### src/rtl/unified_mem_arbiter.sv
// unified_mem_arbiter: shares one single-port SRAM between the fetch and data ports.
// Data has priority; a starve counter forces a fetch grant after P_STARVE_MAX denials.
module unified_mem_arbiter #(
  parameter int P_DATA_WIDTH      = 32,
  parameter int P_ADDR_WIDTH      = 10,
  parameter int P_IMEM_ADDR_WIDTH = 9,
  parameter int P_DMEM_ADDR_WIDTH = 8,
  parameter int P_DMEM_BASE       = 'h200,
  parameter int P_STARVE_MAX      = 4
) (
  input  logic                         i_clk,
  input  logic                         i_rst,
  input  logic                         i_if_req,
  input  logic [P_IMEM_ADDR_WIDTH-1:0] i_if_addr,
  output logic                         o_if_gnt,
  output logic                         o_if_rvalid,
  output logic [P_DATA_WIDTH-1:0]      o_if_rdata,
  input  logic                         i_d_req,
  input  logic                         i_d_we,
  input  logic [P_DMEM_ADDR_WIDTH-1:0] i_d_addr,
  input  logic [P_DATA_WIDTH-1:0]      i_d_wdata,
  output logic                         o_d_gnt,
  output logic                         o_d_rvalid,
  output logic [P_DATA_WIDTH-1:0]      o_d_rdata,
  output logic                         o_mem_en,
  output logic                         o_mem_we,
  output logic [P_ADDR_WIDTH-1:0]      o_mem_addr,
  output logic [P_DATA_WIDTH-1:0]      o_mem_wdata,
  input  logic [P_DATA_WIDTH-1:0]      i_mem_rdata
);
  localparam int SW = $clog2(P_STARVE_MAX + 1);
  localparam logic [P_ADDR_WIDTH-1:0] DMEM_BASE = P_ADDR_WIDTH'(P_DMEM_BASE);
  typedef enum logic [1:0] {IDLE, RESP_IF, RESP_D} state_t;
  state_t state_q, state_d;
  logic [SW-1:0] starve_q, starve_d;
  logic [P_DATA_WIDTH-1:0] if_rdata_q, if_rdata_d, d_rdata_q, d_rdata_d;
  logic starved;
  always_comb begin
    starved     = starve_q == SW'(P_STARVE_MAX);
    o_if_gnt    = ~i_rst & i_if_req & (~i_d_req | starved);
    o_d_gnt     = ~i_rst & i_d_req & ~o_if_gnt;
    o_mem_en    = o_if_gnt | o_d_gnt;
    o_mem_we    = o_d_gnt & i_d_we;
    o_mem_addr  = o_d_gnt ? DMEM_BASE + P_ADDR_WIDTH'(i_d_addr) :
                  o_if_gnt ? P_ADDR_WIDTH'(i_if_addr) : '0;
    o_mem_wdata = o_d_gnt ? i_d_wdata : '0;
    starve_d    = (~i_if_req | o_if_gnt) ? '0 : starved ? starve_q : starve_q + 1'b1;
    state_d     = o_if_gnt ? RESP_IF : (o_d_gnt & ~i_d_we) ? RESP_D : IDLE;
    o_if_rvalid = ~i_rst & (state_q == RESP_IF);
    o_d_rvalid  = ~i_rst & (state_q == RESP_D);
    // rdata passes the SRAM output through in the response cycle, then holds it
    if_rdata_d  = o_if_rvalid ? i_mem_rdata : if_rdata_q;
    d_rdata_d   = o_d_rvalid ? i_mem_rdata : d_rdata_q;
    o_if_rdata  = if_rdata_d;
    o_d_rdata   = d_rdata_d;
  end
  always_ff @(posedge i_clk or posedge i_rst) begin
    if (i_rst) begin
      state_q    <= IDLE;
      starve_q   <= '0;
      if_rdata_q <= '0;
      d_rdata_q  <= '0;
    end else begin
      state_q    <= state_d;
      starve_q   <= starve_d;
      if_rdata_q <= if_rdata_d;
      d_rdata_q  <= d_rdata_d;
    end
  end
endmodule
### config.mk
export PLATFORM = sky130hd
export DESIGN_NAME = unified_mem_arbiter
export DESIGN_NICKNAME = d
export VERILOG_FILES = /design/src/rtl/unified_mem_arbiter.sv
export SDC_FILE = /design/constraint.sdc
export NUM_CORES = 1
export LEC_CHECK = 0
export BUFFER_PORTS_ARGS = -buffer_cell sky130_fd_sc_hd__clkbuf_2
export CAP_MARGIN = 5
export CORE_ASPECT_RATIO = 1.2
export CORE_MARGIN = 2
export CORE_UTILIZATION = 38
export DETAILED_ROUTE_END_ITERATION = 16
export GPL_ROUTABILITY_DRIVEN = 0
export GPL_TIMING_DRIVEN = 1
export PLACE_DENSITY_LB_ADDON = 0.1
export SLEW_MARGIN = 30
export SYNTH_ARGS = -nofsm -noshare
export SYNTH_HDL_FRONTEND = slang
export SYNTH_SLANG_ARGS = --single-unit
### constraint.sdc
create_clock -name i_clk -period 1.9 [get_ports i_clk]
set_input_delay 0 -clock i_clk [delete_from_list [all_inputs] [get_ports i_clk]]
set_output_delay 0 -clock i_clk [all_outputs]
set_load 0.1 [all_outputs]
=== Word level (Yosys, flattened, before mapping) ===
Index checks and enable logic that the tools add are counted.
Widths: inputs -> output; s select.

* Flip-flop bits (word level): 69
* Input bits: 86
* Output and inout port bits: 112
* Logic and storage cells: 35

* $add $sub $neg: 2
* Equal/unequal tests: 4
* Mux-type cells: 9
* Bitwise gates (word level): 16

{| class="wikitable"
|+ Operator list
! operator !! number
|-
| $mux 32 || 3
|-
| $add 10x8->10 const A || 1
|-
| $mux 10 || 1
|-
| $mux 9 || 1
|-
| $and 1x1->1 || 8
|-
| $mux 3 || 2
|-
| $not 1->1 || 5
|-
| $mux 2 || 2
|-
| $add 3x1->3 const B || 1
|-
| $eq 3x3->1 const B || 1
|-
| $or 1x1->1 || 3
|-
| $eq 2x1->1 const B || 1
|-
| $eq 2x2->1 const B || 1
|-
| $ne 2x1->1 const B || 1
|}

=== Longest topological paths before layout ===
* Word-level depth: 8
* Depth in mapped cells: 5

=== Worst setup path before layout ===
Ideal clock, no wire load.

* Kind: reg-to-output
* Start point: register starve_q[0]
* End point: output o_mem_addr[0]
* Arrival time: 2.592 ns
* Required time: 1.900 ns
* Slack: -0.692 ns
* Stages on the path, launching flop included: 6
* Buffers on the path: 0
* Cells stage by stage: dfrtp_1 -> inv_1 -> ha_1 -> nand2_1 -> a211oi_4 -> a22o_2

* Cells in the longest elaborated chain, start to end: 6
* Elaborated cells on any way between the ends: 7
* Classes of those cells: eq/ne: 1; mux: 2; bitwise: 4

{| class="wikitable"
|+ RTL lines
! element !! RTL line !! source
|-
| start: declaration || 35 || <nowiki>logic [SW-1:0] starve_q, starve_d;</nowiki>
|-
| start signal: assignment || 65 || <nowiki>starve_q <= starve_d;</nowiki>
|-
| $eq 3x3->1 * || 39 || <nowiki>starved = starve_q == SW'(P_STARVE_MAX);</nowiki>
|-
| $or 1x1->1 * || 40 || <nowiki>o_if_gnt = ~i_rst & i_if_req & (~i_d_req | starved);</nowiki>
|-
| $and 1x1->1 * || 40 ||
|-
| named net o_if_gnt || 15 || <nowiki>output logic o_if_gnt,</nowiki>
|-
| $not 1->1 || 41 || <nowiki>o_d_gnt = ~i_rst & i_d_req & ~o_if_gnt;</nowiki>
|-
| $and 1x1->1 || 41 ||
|-
| $mux 10 * || 44 || <nowiki>o_mem_addr = o_d_gnt ? DMEM_BASE + P_ADDR_WIDTH'(i_d_addr) :</nowiki>
|-
| end: declaration || 27 || <nowiki>output logic [P_ADDR_WIDTH-1:0] o_mem_addr,</nowiki>
|}

The timed path passes the listed nets; every way through them passes the cells marked *.

=== Worst setup path in the final report ===
* Start point: register state_q[1]
* End point: output o_d_rdata[6]

* Cells in the longest elaborated chain, start to end: 3

{| class="wikitable"
|+ RTL lines
! element !! RTL line !! source
|-
| start: declaration || 34 || <nowiki>state_t state_q, state_d;</nowiki>
|-
| start signal: assignment || 64 || <nowiki>state_q <= state_d;</nowiki>
|-
| $eq 2x2->1 || 50 || <nowiki>o_d_rvalid = ~i_rst & (state_q == RESP_D);</nowiki>
|-
| $and 1x1->1 || 50 ||
|-
| $mux 32 || 53 || <nowiki>d_rdata_d = o_d_rvalid ? i_mem_rdata : d_rdata_q;</nowiki>
|-
| end: declaration || 24 || <nowiki>output logic [P_DATA_WIDTH-1:0] o_d_rdata,</nowiki>
|}

No other way between the ends.

==> reports/results.ini <==
[power_and_ir_drop]
pwr-share-seq_pct=22.1
switching_share_pct=49.38
clkPwrFrac_pct=14.0
p_int_w=0.004298
p_leak_nw=3.094
switchingPower_w=0.004192
power_frac_comb_pct=63.9
vdd_drop_max_v=0.0009252
power_density_nw_per_um2=1271
total_power_w=0.008490

[synthesis]
netlist.area_leader.share_pct=56.35
seq_area_frac_synth_pct=56.35
syn_area_um2=3064
ys_ff_latch=69
avgSynthCellArea_um2=14.45
yosys.area.top_type=dfrtp_1
syn-num-nets=300
ys_top_cells_by_area=dfrtp_1 56%, mux2_2 22%, and2_1 6.7%
syn_inst=212
yosys_warnings=0
synth_cell_types=26

[place]
post-dp-hpwl_um=7202
portBuffers=197
dp.cells=496

[clock_tree]
cts_tree=built
clock_sinks=69
clockBufferDepth=2
clkSlewWorstSetupHoldPaths_ns=0.08
cts_buffers=9
cts_root_buf=clkbuf_8
insertion_delay_ns=0.33
ctsHtreeMaxLevel=3

[floorplanning]
row_count=35
num_io_pins=198
die_x_um=85.98
initial_core_util_pct=39.53
coreArea_um2=7751
die_h_um=102.4
die_area_um2=8801

[route]
via_per_inst=4.815
ant_nets=0
initialDrtViolationCount=74
dr.pass1.iters=4
drc_errors=0
via_count=2701
routedWlPerCell_um=18.76
routed_wl_um=10530

[layout]
drive_gt1_share_pct=73.56
nNetsFinal=553
final_core_utilization_pct=86.17
finalNonFillerCells=561
antennaDiodeCount=0
areaGrowthSynthToFinish_pct=118.0

[worst_hold_path]
min_from=i_if_req
hold_class=input port to flop

[timing]
drv_slew=0
maxSlewHeadroom_pct=61.83
clock_skew_ns=0.009814
min_period_over_period_pct=98.47
tightest_slew_ns=0.5751
fin_tns_setup_ns=0
max_freq_mhz=534.5
hold_viol_final=0
rsz0062_at_grt=yes
finalCriticalPeriod_ns=1.871
finalSetupViolations=0

[setup_path]
cp-end-kind=primary output
reg2reg_from=state_q[1]$_DFF_PP0_
path_cells=nor3b_4 > buf_4 > clkbuf_16 > mux2_2 > buf_12
crit_path_start=state_q[1]$_DFF_PP0_
critical_path.top_delay_family=buffers and inverters
path_buf_inv=3
worst-endpoint-arrival_ns=1.87
start_kind=flop
required_ns=1.90
crit_slowest_cell=dfrtp_1
crit_type=flop to primary output
cp_max_fo=16
crit_path_max_incr_delay_ns=0.40

[global_route]
grt_pass1_vias=2938
grt_util_all_layers_pct=22.21
antenna_found_initial=0
overflow=0
grt_max_degree=37
grt_pass1_wl_um=14950

[outcome]
status=complete, no violations

[flow_run]
drv_cap=0

[power by group through the flow]
stage                     sequential, W  combinational [W]  clock [W]
after floorplan                 0.00188            0.00339          0
after global placement          0.00189            0.00529          0
after detailed placement        0.00191            0.00532          0
after CTS                       0.00188            0.00542    0.00121
after global routing            0.00192            0.00555    0.00128
final                           0.00188            0.00542    0.00119
[path summary, 6_finish.rpt]
path                                            end  slack [ns]  depth (start not counted)
max                                    o_d_rdata[6]        0.03                          5
min                         starve_q[0]$_DFFE_PP0P_        0.11                          3
max reg2reg                 d_rdata_q[30]$_DFF_PP0_        0.41                          4
min reg2reg                 d_rdata_q[22]$_DFF_PP0_        0.54                          1
max in group asynchronous  if_rdata_q[13]$_DFF_PP0_        0.96                          4
min in group asynchronous      state_q[0]$_DFF_PP0_        0.60                          4
[state kept, by name (all words and copies together) (netlist names)]
register / count
starve_q: 3
state_q: 2
d_rdata_q: 32
if_rdata_q: 32
[layout by cell type, fill, tap and decap left out]
cell and instances:
a22o_4 8, a211oi_4 1, clkinvlp_4 2, nand2_4 1
nor3_1 1, nand3_1 2, buf_4 11, inv_2 4
dfrtp_1 69, mux2_1 5, buf_16 1, dlygate4sd3_1 35
inv_6 3, nand4_1 2, o211ai_1 1, ha_4 1
and2b_1 1, buf_6 5, and2_4 10, buf_12 113
nand3b_1 1, a311oi_4 1, clkbuf_2 86, o22ai_1 1
ha_1 1, clkbuf_8 9, and2_2 24, o21ai_0 1
a31oi_1 1, nor3b_4 2, mux2_2 59, clkbuf_16 3
inv_1 1, bufinv_16 1, a21oi_1 2
[worst min-delay path, delay by kind of cell]
kind	cells	cell delay, ns
compound gates	1	0.07
buf+inv	2	0.32
[kinds of logic (layout without fill, tap and decap cells)]
family                   Yosys count  count (layout)  synth area share (%)
flip-flops                        69              69                 56.35
multiplexers                      64              64                 23.52
AND/OR/NAND/NOR                   44              44                 9.514
buffers and inverters             17             274                 4.532
AO/OA/AOI/OAI                     16              16                 5.268
adder cells (fa/ha/maj)            2               2                0.8165
[metrics by stage]
step	setup slack (ns)	instance area, um2	hold slack (ns)
CTS	-0.006775	6563	0.07307
global route	-0.04060	6679	0.1296
finish	0.02905	6679	0.1077
floorplan	-0.5043	3202	0.1568
detailed placement	0.2928	5929	0.3102
global placement	0.3392	5929	0.3052
[final cells by class]
cell class / count / area (um2)
clock buffer: 9 / 123.9
clock inverter: 6 / 71.32
fill: 364 / 1072
inverter: 5 / 18.77
multi-input combinational: 126 / 1339
sequential: 69 / 1727
tap: 92 / 115.1
timing repair buffer: 254 / 3284
[routing by layer]
metal / GRT usage (%) / vias to the layer above / part of all wire [%]
met1: 24.14 / 1322 / 33
met4: 5.861 / 0 / 1.2
met2: 41.74 / 131 / 58
met3: 6.704 / 10 / 7.9
met5: 0 / - / 0
li1: - / 1238 / -
[what timing repair did]
action / 4_1_cts / 5_1_grt
pin swaps: 4 / 4
endpoints found under the hold margin: 93 / 0
endpoints found under the setup margin: 42 / 41
setup buffers: 6 / 4
resized for setup: 4 / 3
hold buffers: 35 / 0
cloned: 2 / 3
[synth_stat cells]
cell and number:
ha_1 2, a311oi_4 1, nor3_1 1, buf_4 4
and2_1 33, o21ai_0 1, mux2_1 5, nand4_1 2
a211oi_4 1, buf_6 8, dfrtp_1 69, nand3b_1 1
mux2_2 59, nor3b_4 1, nand3_1 2, a22o_2 8
and2b_1 1, nor3b_2 1, a21oi_1 2, inv_1 4
o22ai_1 1, and2_2 1, inv_2 1, o211ai_1 1
nand2_1 1, a31oi_1 1
Note: power is estimated with default switching activity, not from simulation.
